<file path="src/rtl/fetch_align_ctrl_if.sv">
// Fetch-side bundle between fetch_align_ctrl, the I-cache and decode.
//   ic_req/ic_addr                 : word-aligned cache read request (to I-cache)
//   ic_rdata/ic_stall              : returned word and miss indication (from I-cache)
//   id_stall                       : decode back-pressure
//   redirect/redirect_pc           : branch/jump redirect
//   instr_valid/instr/instr_pc/
//   instr_is_c                     : aligned instruction presented to decode
// modport master : the fetch sequencer
// modport slave  : the cache/decode environment
interface fetch_align_ctrl_if #(
  parameter int unsigned ADDR_W = 32
);
  logic              ic_req;
  logic [ADDR_W-1:0] ic_addr;
  logic [31:0]       ic_rdata;
  logic              ic_stall;
  logic              id_stall;
  logic              redirect;
  logic [ADDR_W-1:0] redirect_pc;
  logic              instr_valid;
  logic [31:0]       instr;
  logic [ADDR_W-1:0] instr_pc;
  logic              instr_is_c;

  modport master (
    output ic_req, ic_addr, instr_valid, instr, instr_pc, instr_is_c,
    input  ic_rdata, ic_stall, id_stall, redirect, redirect_pc
  );

  modport slave (
    input  ic_req, ic_addr, instr_valid, instr, instr_pc, instr_is_c,
    output ic_rdata, ic_stall, id_stall, redirect, redirect_pc
  );
endinterface

</file>
<file path="src/rtl/fetch_align_ctrl.sv">
// Fetch sequencer: owns the fetch PC, issues word reads to the I-cache and
// splits returned words into 16-bit (RVC) and 32-bit instructions, using a
// one-halfword carry buffer for 32-bit instructions straddling two words.
// One aligned instruction per cycle, tagged with its PC, goes to decode.
// Ports:
//   clk    : clock
//   rst_n  : asynchronous active-low reset
//   bus    : fetch_align_ctrl_if.master (cache request/response, decode
//            stall, redirect, instruction output)
// Configuration macro RVC_EN: when defined, compressed instructions and the
// halfword alignment buffer are built; when undefined every word is a
// 32-bit instruction and instr_is_c is tied to 0.
module fetch_align_ctrl #(
  parameter int unsigned       ADDR_W   = 32,
  parameter logic [ADDR_W-1:0] RESET_PC = '0
) (
  input  logic                 clk,
  input  logic                 rst_n,
  fetch_align_ctrl_if.master   bus
);

  logic [ADDR_W-1:0] pc_q, pc_d;
  logic [ADDR_W-1:0] fa;
  logic              valid_q, valid_d;
  logic [31:0]       instr_q, instr_d;
  logic [ADDR_W-1:0] ipc_q, ipc_d;
  logic              req;
  logic              adv;
  logic [31:0]       w;

  assign w = bus.ic_rdata;

`ifdef RVC_EN
  typedef enum logic [1:0] {S_ALIGNED, S_BUF, S_MISS} state_t;

  state_t      state_q, state_d;
  logic [15:0] hbuf_q, hbuf_d;
  logic        isc_q, isc_d;
  logic        unused_rpc0;

  assign unused_rpc0 = bus.redirect_pc[0];

  always_comb begin
    state_d = state_q;
    pc_d    = pc_q;
    hbuf_d  = hbuf_q;
    valid_d = valid_q;
    instr_d = instr_q;
    ipc_d   = ipc_q;
    isc_d   = isc_q;

    // In S_BUF the halfword at pc is already held, so the next word fetched
    // is the one containing pc+2.
    fa  = (state_q == S_BUF) ? pc_q + ADDR_W'(2) : pc_q;
    // A buffered RVC is self-contained and needs no cache access.
    req = rst_n & ((state_q != S_BUF) | (hbuf_q[1:0] == 2'b11));
    adv = ~bus.id_stall & (~req | ~bus.ic_stall);

    if (bus.redirect) begin
      pc_d    = {bus.redirect_pc[ADDR_W-1:1], 1'b0};
      state_d = bus.redirect_pc[1] ? S_MISS : S_ALIGNED;
      hbuf_d  = '0;
      valid_d = 1'b0;
    end else if (adv) begin
      valid_d = 1'b1;
      ipc_d   = pc_q;
      case (state_q)
        S_ALIGNED: begin
          if (w[1:0] == 2'b11) begin
            instr_d = w;
            isc_d   = 1'b0;
            pc_d    = pc_q + ADDR_W'(4);
          end else begin
            instr_d = {16'h0000, w[15:0]};
            isc_d   = 1'b1;
            pc_d    = pc_q + ADDR_W'(2);
            hbuf_d  = w[31:16];
            state_d = S_BUF;
          end
        end
        S_BUF: begin
          if (hbuf_q[1:0] != 2'b11) begin
            instr_d = {16'h0000, hbuf_q};
            isc_d   = 1'b1;
            pc_d    = pc_q + ADDR_W'(2);
            state_d = S_ALIGNED;
          end else begin
            instr_d = {w[15:0], hbuf_q};
            isc_d   = 1'b0;
            pc_d    = pc_q + ADDR_W'(4);
            hbuf_d  = w[31:16];
          end
        end
        S_MISS: begin
          // Only the upper halfword of the word is at pc; buffer it, no emit.
          valid_d = 1'b0;
          ipc_d   = ipc_q;
          hbuf_d  = w[31:16];
          state_d = S_BUF;
        end
        default: state_d = S_ALIGNED;
      endcase
    end else if (~bus.id_stall) begin
      valid_d = 1'b0;
    end
  end

  always_ff @(posedge clk or negedge rst_n) begin
    if (!rst_n) begin
      state_q <= S_ALIGNED;
      hbuf_q  <= '0;
      isc_q   <= 1'b0;
    end else begin
      state_q <= state_d;
      hbuf_q  <= hbuf_d;
      isc_q   <= isc_d;
    end
  end

  assign bus.instr_is_c = isc_q;
`else
  logic unused_rpc;

  assign unused_rpc = ^bus.redirect_pc[1:0];

  always_comb begin
    pc_d    = pc_q;
    valid_d = valid_q;
    instr_d = instr_q;
    ipc_d   = ipc_q;

    fa  = pc_q;
    req = rst_n;
    adv = ~bus.id_stall & ~bus.ic_stall;

    if (bus.redirect) begin
      pc_d    = {bus.redirect_pc[ADDR_W-1:2], 2'b00};
      valid_d = 1'b0;
    end else if (adv) begin
      valid_d = 1'b1;
      instr_d = w;
      ipc_d   = pc_q;
      pc_d    = pc_q + ADDR_W'(4);
    end else if (~bus.id_stall) begin
      valid_d = 1'b0;
    end
  end

  assign bus.instr_is_c = 1'b0;
`endif

  always_ff @(posedge clk or negedge rst_n) begin
    if (!rst_n) begin
      pc_q    <= RESET_PC;
      valid_q <= 1'b0;
      instr_q <= '0;
      ipc_q   <= RESET_PC;
    end else begin
      pc_q    <= pc_d;
      valid_q <= valid_d;
      instr_q <= instr_d;
      ipc_q   <= ipc_d;
    end
  end

  assign bus.ic_req      = req;
  assign bus.ic_addr     = {fa[ADDR_W-1:2], 2'b00};
  assign bus.instr_valid = valid_q;
  assign bus.instr       = instr_q;
  assign bus.instr_pc    = ipc_q;

endmodule
</file>
<file path="src/flat_wrapper.sv">
// flat-port wrapper written by rule: the top's interface ports become plain ports
module fetch_align_ctrl_flat 
#(
  parameter int unsigned       ADDR_W   = 32,
  parameter logic [ADDR_W-1:0] RESET_PC = '0
)
  (clk, rst_n, bus_ic_req, bus_ic_addr, bus_instr_valid, bus_instr, bus_instr_pc, bus_instr_is_c, bus_ic_rdata, bus_ic_stall, bus_id_stall, bus_redirect, bus_redirect_pc);
  fetch_align_ctrl_if #(.ADDR_W(ADDR_W)) bus_i ();
  input  logic clk;
  input  logic rst_n;
  output wire logic [$bits(bus_i.ic_req)-1:0] bus_ic_req;
  output wire logic [$bits(bus_i.ic_addr)-1:0] bus_ic_addr;
  output wire logic [$bits(bus_i.instr_valid)-1:0] bus_instr_valid;
  output wire logic [$bits(bus_i.instr)-1:0] bus_instr;
  output wire logic [$bits(bus_i.instr_pc)-1:0] bus_instr_pc;
  output wire logic [$bits(bus_i.instr_is_c)-1:0] bus_instr_is_c;
  input wire logic [$bits(bus_i.ic_rdata)-1:0] bus_ic_rdata;
  input wire logic [$bits(bus_i.ic_stall)-1:0] bus_ic_stall;
  input wire logic [$bits(bus_i.id_stall)-1:0] bus_id_stall;
  input wire logic [$bits(bus_i.redirect)-1:0] bus_redirect;
  input wire logic [$bits(bus_i.redirect_pc)-1:0] bus_redirect_pc;
  assign bus_ic_req = bus_i.ic_req;
  assign bus_ic_addr = bus_i.ic_addr;
  assign bus_instr_valid = bus_i.instr_valid;
  assign bus_instr = bus_i.instr;
  assign bus_instr_pc = bus_i.instr_pc;
  assign bus_instr_is_c = bus_i.instr_is_c;
  assign bus_i.ic_rdata = bus_ic_rdata;
  assign bus_i.ic_stall = bus_ic_stall;
  assign bus_i.id_stall = bus_id_stall;
  assign bus_i.redirect = bus_redirect;
  assign bus_i.redirect_pc = bus_redirect_pc;
  fetch_align_ctrl #(.ADDR_W(ADDR_W), .RESET_PC(RESET_PC)) u_core (.clk(clk), .rst_n(rst_n), .bus(bus_i));
endmodule
</file>
<file path="config.mk">
export PLATFORM = sky130hd
export DESIGN_NAME = fetch_align_ctrl_flat
export DESIGN_NICKNAME = d
export VERILOG_FILES = /design/src/rtl/fetch_align_ctrl_if.sv /design/src/rtl/fetch_align_ctrl.sv /design/src/flat_wrapper.sv
export SDC_FILE = /design/constraint.sdc
export NUM_CORES = 1
export LEC_CHECK = 0
export BUFFER_PORTS_ARGS = -buffer_cell sky130_fd_sc_hd__buf_4
export CAP_MARGIN = 20
export CORE_ASPECT_RATIO = 0.9
export CORE_MARGIN = 4
export CORE_UTILIZATION = 52
export CTS_CLUSTER_DIAMETER = 60
export DETAILED_ROUTE_END_ITERATION = 8
export GPL_TIMING_DRIVEN = 0
export HOLD_SLACK_MARGIN = 0.02
export PLACE_DENSITY = 0.94
export SLEW_MARGIN = 20
export SYNTH_ARGS = -nofsm -noshare
export SYNTH_HDL_FRONTEND = slang
export SYNTH_SLANG_ARGS = --single-unit
</file>
<file path="constraint.sdc">
create_clock -name clk -period 3.2 [get_ports clk]
set_input_delay 0.32 -clock clk [delete_from_list [all_inputs] [get_ports clk]]
set_output_delay 0.32 -clock clk [all_outputs]
set_load 0.02 [all_outputs]
</file>
### Word-level counts from Yosys, hierarchy flattened

Index checks and enable logic that the tools add are counted.

* add/sub/neg operators: 1
* equality and inequality tests: 1
* muxes and demuxes: 5
* bitwise operators: 4
* reductions and logical operators: 2

Operators by type and width (count)
* $mux W32: 2
* $add A32 B3 Y32 const B: 1
* $mux W1: 3
* $ne A3 B1 Y1 const B: 1
* $not A1 Y1: 3
* $reduce_and A2 Y1: 1
* $reduce_bool A2 Y1: 1
* $and A1 B1 Y1: 1

* register bits: 97
* input bits: 69
* output and inout port bits: 99
* word-level logic and storage cells: 17

### Logic depth before layout (Yosys ltp)

Gate-level depths: netlist of the first run.

* word-level depth: 4
* mapped depth: 6
* gate-level depth less buffers: 5

### Least setup slack after synthesis of the first run

Ideal clock, no wire load.

* path kind: register to register
* start: register u_core.pc_q[2], in the netlist u_core.fa[2]
* end: register u_core.pc_q[30], in the netlist u_core.fa[30]
* library setup time: 0.082 ns
* arrival: 1.821 ns
* slack: 1.297 ns
* cell stages (with the launch flop): 7
* buffers on the path: 1
* path through: dfrtp_1 -> ha_1 -> and4_1 -> nand3_1 -> buf_2 -> or4_1 -> a31oi_1

* longest elaborated chain between the ends: 3

RTL lines
* start: declaration: line fetch_align_ctrl.sv:22 `logic [ADDR_W-1:0] pc_q, pc_d;`
* start signal: assignment: line fetch_align_ctrl.sv:159 `pc_q <= pc_d;`
* $add A32 B3 Y32: line fetch_align_ctrl.sv:143 `pc_d = pc_q + ADDR_W'(4);`
* $mux W32: line fetch_align_ctrl.sv:139 `end else if (adv) begin`
* $mux W32: line fetch_align_ctrl.sv:136 `if (bus.redirect) begin`

Every way passes these cells. The select of a mux whose other input is x is not followed.
A chain may end at the register's enable or synchronous reset.

### Final worst setup path of the first run

Same ends and word-level chain as after synthesis.

==> results of run 1 <==
-- sequential cells by signal (all words and copies together), names as in the netlist --
signal                  flops
u_core.bus.instr_pc        30
u_core.fa                  30
u_core.bus.instr_valid      1
u_core.bus.instr           32
-- logic make-up after synthesis --
| kind of cell | count (synthesis) | share of synthesized area |
|---|---|---|
| xor+xnor | 10 | 0.0211 |
| compound gates | 47 | 0.0722 |
| buf+inv | 28 | 0.0362 |
| fa+ha+maj | 1 | 0.00302 |
| flops | 93 | 0.562 |
| simple gates | 100 | 0.134 |
| other cells | 1 | 0.000905 |
| mux | 63 | 0.171 |
-- worst max-delay path, delay by kind of cell (launching register included) --
kind,cells,cell delay [ns]
compound gates,1,0.18
buf+inv,1,0.23
fa+ha+maj,1,0.28
simple gates,3,0.84
flops,1,0.49
-- metrics by stage --
step / hold WS, ns / worst slack, ns / util
6_report: 0.0139 / 1.10 / 0.740
5_1_grt: 0.0900 / 0.939 / 0.740
3_5_place_dp: 0.457 / 0.885 / 0.716
2_1_floorplan: 0.0244 / 1.30 / -
4_1_cts: 0.0694 / 1.12 / 0.739
3_3_place_gp: 0.490 / 0.951 / 0.716
-- power by group --
| group | internal [W] | switching (W) |
|---|---|---|
| clock network | 0.000285 | 0.000424 |
| logic | 0.000471 | 0.000498 |
| registers | 0.00137 | 0.000147 |
-- per-layer routing --
metal  wire length, um  vias to the layer above  share of wire  global-route usage
li1                  -                     1602              -                   -
met1              4150                     1648           0.40               0.287
met2              5150                      161           0.49               0.346
met3               976                       18          0.094              0.0542
met4               160                        0          0.015              0.0645
met5                 0                        -              0                   0
-- cell type report --
type | instances | area share
flip-flops and latches | 93 | 0.411
well taps | 96 | 0.0212
inverters | 3 | 0.00199
plain buffers | 25 | 0.0245
clock inverters | 7 | 0.00906
multi-input cells | 226 | 0.298
clock buffers | 9 | 0.0219
repair buffers | 160 | 0.213
-- synth_stat cells (9+ instances only) --
cell and number:
nand3_1 10, o21ai_0 14, xor2_1 9, a31oi_1 16
nor2_1 19, nand4_1 10, or4_1 14, nand2_1 23
mux2_2 62, dfrtp_1 93, o31ai_1 13, and3_1 11
-- final timing paths --
| check | slack, ns | end | cells after the start |
|---|---|---|---|
| max | 1.10 | u_core.fa[30]$_DFFE_PN0N_ | 6 |
| min | 0.01 | u_core.bus.instr_pc[18]$_DFFE_PN0P_ | 1 |
| max reg2reg | 1.10 | u_core.fa[30]$_DFFE_PN0N_ | 6 |
| min reg2reg | 0.51 | u_core.bus.instr_pc[24]$_DFFE_PN0P_ | 1 |
| max in group asynchronous | 2.59 | u_core.bus.instr[31]$_DFFE_PN0P_ | 1 |
| min in group clk | 0.17 | u_core.fa[7]$_DFFE_PN0N_ | 3 |
==> summary.md, run 1 <==
| Metric | Value |
|---|---|
| Final Cell Area | 5660 um^2 |
| Post-synth top area cell | dfrtp_1 |
| Detailed Place HPWL | 7.73 mm |
| Clock Sinks | 93 |
| CP Capture Type | register |
| Post-layout min period | 2.10 ns |
| Startpoint types | register |
| Max Root-Sink Buffers | 2 |
| Routed len/inst | 16.9 um |
| Crit share post-route | 0.655 |
| Slew headroom | 0.433 |
| Clock Skew | 0.00655 ns |
| Initial antenna violation count | 0 |
| Commonest non-fill, non-tap cell in the layout | buf_4 |
| Post-Layout Cell Count | 619 |
| Core area | 7660 um^2 |
| Most frequent cells in the layout | 166 x buf_4, 93 x dfrtp_1, 62 x mux2_2 |
| Fin nets | 588 |
| Async SR Flop Fraction | 1.00 |
| Drt drc | 0 |
| CTS Hold Bufs | 0 |
| Post-synth top area share | 0.562 |
| Storage element area | 2330 um^2 |
| Multi-input combinational cell area | 1690 um^2 |
| Fmax | 477 MHz |
| Gates resized, CTS repair | 0 |
| Vias | 3429 |
| Final WL | 10.4 mm |
| Cell area after synthesis | 4140 um^2 |
| Rows | 30 |
| Slowest stage cell, crit path | dfrtp_1 |
| Cell Chain, Critical Path | ha_1 > and4_1 > nand3_1 > buf_2 > or4_1 > a31oi_1 |
| Die area | 9460 um^2 |
| Final Setup Violations | 0 |
| Largest fanout on the critical path | 10 |
| Max Cap Viol | 0 |
| GRT overflow | 0 |
| Number of flops mapped to enable cells by yosys | 0 |
| P&R area growth vs syn | 36.7% |
| Tot Pwr | 0.00320 W |
| Post-route setup TNS | 0 ns |
| Status | finished clean |
| H-tree Lvls | 3 |
| Crit path DAT | 2.38 ns |
| Initial Utilization | 0.541 |
| Dominant synthesized flop cell | dfrtp_1 |
| Placed Area | 5480 um^2 |
| Mapped Cells | 343 |
| Global placement routability congestion | 0.791 |
| DR pass1 iterations | 6 |
| Unrepaired setup endpoints after global routing | no |
| Register area share after synthesis | 0.562 |
| Endpoints failing hold | 0 |
| Slew @ Worst Pin | 0.851 ns |
| Largest net degree at the start of global routing | 95 |
| CTS Buf Count | 9 |
| Critical path required time | 3.48 ns |
| Post-Place Cells | 603 |
| Ports | 168 |
| Die Span Y | 92.7 um |
| Diodes inserted | 0 |
| Pwr/cell area | 564 nW/um^2 |
| Yosys warns | 0 |
| Vias in the first global route | 3175 |
| Hold Crit Class | input port to asynchronous set/reset pin |
| Slew Limit Fails | 0 |
| Worst path max stage delay | 0.49 ns |
| Worst skew pair latency | 0.36 ns |
| Crit path kind | register to register |
| # Post-CTS Setup Buffers | 0 |
| Clock Pin Slew Worst Setup and Hold Paths | 0.10 ns |
| Count of different cell masters after synthesis | 36 |
| CTS Root Cell | clkbuf_8 |
| IO Port Bufs | 160 |
| Filler cells | 507 |
| CTS tree | built |
| CP Launch Point | u_core.fa[2]$_DFFE_PN0N_ |
| Chip width | 102 um |
| Fraction of layout cells with a size suffix above 1 | 0.495 |
| Total track usage | 0.215 |
| VDD IR-drop max | 0.450 mV |
| Leak Pwr | 2.61 nW |
| DR iter-0 viols | 179 |
| Final ANT Viol Nets | 0 |
| Crit Reg-Reg Startpoint | u_core.fa[2]$_DFFE_PN0N_ |
| Syn avg cell area | 12.1 um^2 |
| Synth area leaders | dfrtp_1 56%, mux2_2 17%, or4_1 2.5% |
| Global-route wire length before repair | 15.9 mm |
| Flip-flop and latch count after synthesis | 93 |
| Vias per inst | 5.54 |
No activity file was read; power rests on OpenSTA's default activity.
==> inputs of run 2 (changes only) <==
Settings changed: CORE_UTILIZATION 52 to 48, PLACE_DENSITY 0.94 to 0.89.
Clock period 3.2 ns to 2.1 ns, I/O delays scaled along.
==> run 2 against run 1 <==
Effect of this change:
- worst setup slack got worse by 1.0 ns
- non-clock buffer count rose by 2
- utilization down 3.9 points
- die area increased by 7.6%
- clock power increased by 78%
- final cell count up 3.4%
- critical path depth stayed put
- worst hold slack better by 0.046 ns
- combinational power increased by 54%
- flip-flop and latch count unchanged
==> summary.md, run 2 (synthesis results as in run 1) <==
| Metric | Value |
|---|---|
| CTS tree | built |
| Crit path kind | register to register |
| Metal3 WL | 910 um (-6.8%) |
| Hold Crit Class | input port to register |
| Clock share of power | 0.249 (+0.027) |
| Crit path DAT | 2.28 ns (-0.10 ns) |
| Clock Pin Slew Worst Setup and Hold Paths | 0.09 ns (about the same) |
| Pint | 0.00347 W (+63%) |
| H-tree Lvls | 3 (unchanged) |
| Global placement routability congestion | 0.806 (+1.9%) |
| P&R area growth vs syn | 38.9% |
| VDD IR-drop max | 0.549 mV (+22%) |
| Max Root-Sink Buffers | 2 (unchanged) |
| Filler cells | 635 (+25%) |
| IO Port Bufs | 160 (unchanged) |
| Hold_ws | 0.0601 ns (+0.0462 ns) |
| Largest net degree at the start of global routing | 95 (unchanged) |
| Core area | 8220 um^2 (+7.4%) |
| Critical path required time | 2.36 ns (-1.12 ns) |
| Crit share post-route | 0.961 (+0.305) |
| Final Util | 0.700 (-0.0395) |
| Clock Sinks | 93 (unchanged) |
| Dpl ws | -0.0491 ns (-0.934 ns) |
| Reg2Reg Depth | 6 (unchanged) |
| CP Capture Type | register |
| Detailed Place HPWL | 8.13 mm (+5.2%) |
| Worst skew pair latency | 0.35 ns (about the same) |
| Chip width | 106 um (+3.8%) |
| Vias in the first global route | 3610 (+14%) |
| Worst Hold Path Cells | 3 |
| Fin nets | 590 (+0.34%) |
| Commonest non-fill, non-tap cell in the layout | buf_4 |
| Post-Place Cells | 623 (+3.3%) |
| Final WL | 11.1 mm (+6.5%) |
| Post-layout min period | 2.02 ns (-0.0792 ns) |
| Post-Layout Cell Count | 640 (+3.4%) |
| Clock Skew | 0.00990 ns (+0.00334 ns) |
| Die Span Y | 96.1 um (+3.7%) |
| Sequential power share | 0.458 (-0.017) |
| Pwr/cell area | 881 nW/um^2 (+56%) |
| Final Setup Violations | 0 (unchanged) |
| CTS Buf Count | 9 (unchanged) |
| Fmax | 496 MHz (+3.9%) |
| Worst path max stage delay | 0.45 ns (-0.04 ns) |
| Largest fanout on the critical path | 10 (unchanged) |
| Initial Utilization | 0.504 (-0.0372) |
| DR pass1 iterations | 4 (-2) |
| Vias | 3502 (+2.1%) |
| GRT overflow | 0 (unchanged) |
| Cell Chain, Critical Path | ha_2 > and4_1 > nand3_2 > buf_4 > or4_1 > a31oi_1 |
| Slew Limit Fails | 0 (unchanged) |
| CP Launch Point | u_core.fa[2]$_DFFE_PN0N_ |
| Met2 routed WL | 5.54 mm (+7.7%) |
| Fraction of layout cells with a size suffix above 1 | 0.501 (+0.00573) |
| Global-route wire length before repair | 17.8 mm (+12%) |
| Post-route setup TNS | 0 ns (unchanged) |
| DR iter-0 viols | 189 (+5.6%) |
| Switching pwr | 0.00161 W (+50%) |
| Die area | 10200 um^2 (+7.6%) |
| WL met1 | 4.49 mm (+8.0%) |
| Startpoint types | register |
| Status | finished clean |
| Drt drc | 0 (unchanged) |
| Final WS setup | 0.0828 ns (-1.02 ns) |
| CTS Root Cell | clkbuf_8 |
| Leak Pwr | 2.64 nW (+1.2%) |
| Rows | 31 (+3.3%) |
| Diodes inserted | 0 (unchanged) |
| Comb pwr share | 0.293 (-0.010) |
| Initial antenna violation count | 0 (unchanged) |
| Total track usage | 0.220 (+0.00532) |
| Slew headroom | 0.510 (+0.0771) |
| Unrepaired setup endpoints after global routing | no |
| Hold Path Origin | bus_redirect_pc[13] |
| Most frequent cells in the layout | 167 x buf_4, 91 x dfrtp_1, 62 x mux2_2 |
| Crit Reg-Reg Startpoint | u_core.fa[2]$_DFFE_PN0N_ |
| Ports | 168 (unchanged) |
| Final ANT Viol Nets | 0 (unchanged) |
| Sw Share | 0.317 (-0.0173) |
| Highest routing layer actually used | met4 |
| Vias per inst | 5.47 (-1.2%) |
| Max Cap Viol | 0 (unchanged) |
| Routed len/inst | 17.4 um (+3.0%) |
| Endpoints failing hold | 0 (unchanged) |
| Slew @ Worst Pin | 0.735 ns (-0.116 ns) |
| Max FFs per register | 32 (unchanged) |
| Slowest stage cell, crit path | dfrtp_2 |
==> run 2: cell types whose count changed in the layout (fill, tap and decap cells not counted), moves of 2 or more <==
cell / change
clkbuf_8: +4
clkinv_2: -2
dfrtp_1: -2
dfrtp_2: +2
==> run 2: what timing repair did <==
| action | CTS | global route |
|---|---|---|
| hold endpoints to repair | 93 | 0 |
| setup buffers | 0 | 0 |
| setup endpoints to repair | 2 | 3 |
| hold buffers | 1 | 0 |
| gates resized for setup | 3 | 4 |
==> run 2: per-layer routing <==
layer | up-vias | global-route usage
met5 | - | 0
met4 | 0 | 0.0766
met3 | 20 | 0.0671
met2 | 189 | 0.368
met1 | 1690 | 0.275
li1 | 1603 | -
==> run 2: final timing paths <==
kind | end | slack (ns)
max in group asynchronous | u_core.fa[3]$_DFFE_PN0N_ | 1.06
min in group asynchronous | u_core.bus.instr_pc[26]$_DFFE_PN0P_ | 0.48
max reg2reg | u_core.fa[30]$_DFFE_PN0N_ | 0.08
min reg2reg | u_core.bus.instr_pc[29]$_DFFE_PN0P_ | 0.51
max | u_core.fa[30]$_DFFE_PN0N_ | 0.08
min | u_core.fa[13]$_DFFE_PN0N_ | 0.06
==> run 2: area by class of cell <==
class | instances | area, um^2 | area share
Inverter | 3 | 11.3 | 0.00196
Buffer | 25 | 141 | 0.0246
Clock inverter | 4 | 55.1 | 0.00956
Clock buffer | 12 | 165 | 0.0287
Timing Repair Buffer | 162 | 1220 | 0.212
Sequential cell | 93 | 2330 | 0.405
Multi-Input combinational cell | 226 | 1690 | 0.293
Tap cell | 115 | 144 | 0.0250
==> run 2: power by group through the flow <==
stage	logic (W)	clock network, W	registers, W
after CTS	0.00151	0.00130	0.00232
after floorplan	0.000389	0	0.00269
after detailed placement	0.00150	0	0.00235
after global placement	0.00146	0	0.00232
final	0.00149	0.00126	0.00232
after global routing	0.00159	0.00138	0.00237
==> run 2: stage by stage <==
stage          cell area (um^2)  total power (W)
3_5_place_dp               5510          0.00385
4_1_cts                    5750          0.00513
6_report                   5760          0.00507
3_3_place_gp               5500          0.00379
2_1_floorplan              4160          0.00308
5_1_grt                    5760          0.00533
==> run 2: critical path, delay by kind of cell (launching register included) <==
family	cells	cell delay (ns)
and+or+nand+nor	3	0.83
DFF	1	0.45
adders and majority gates	1	0.25
buffers and inverters	1	0.22
AOI/OAI and AO/OA	1	0.19
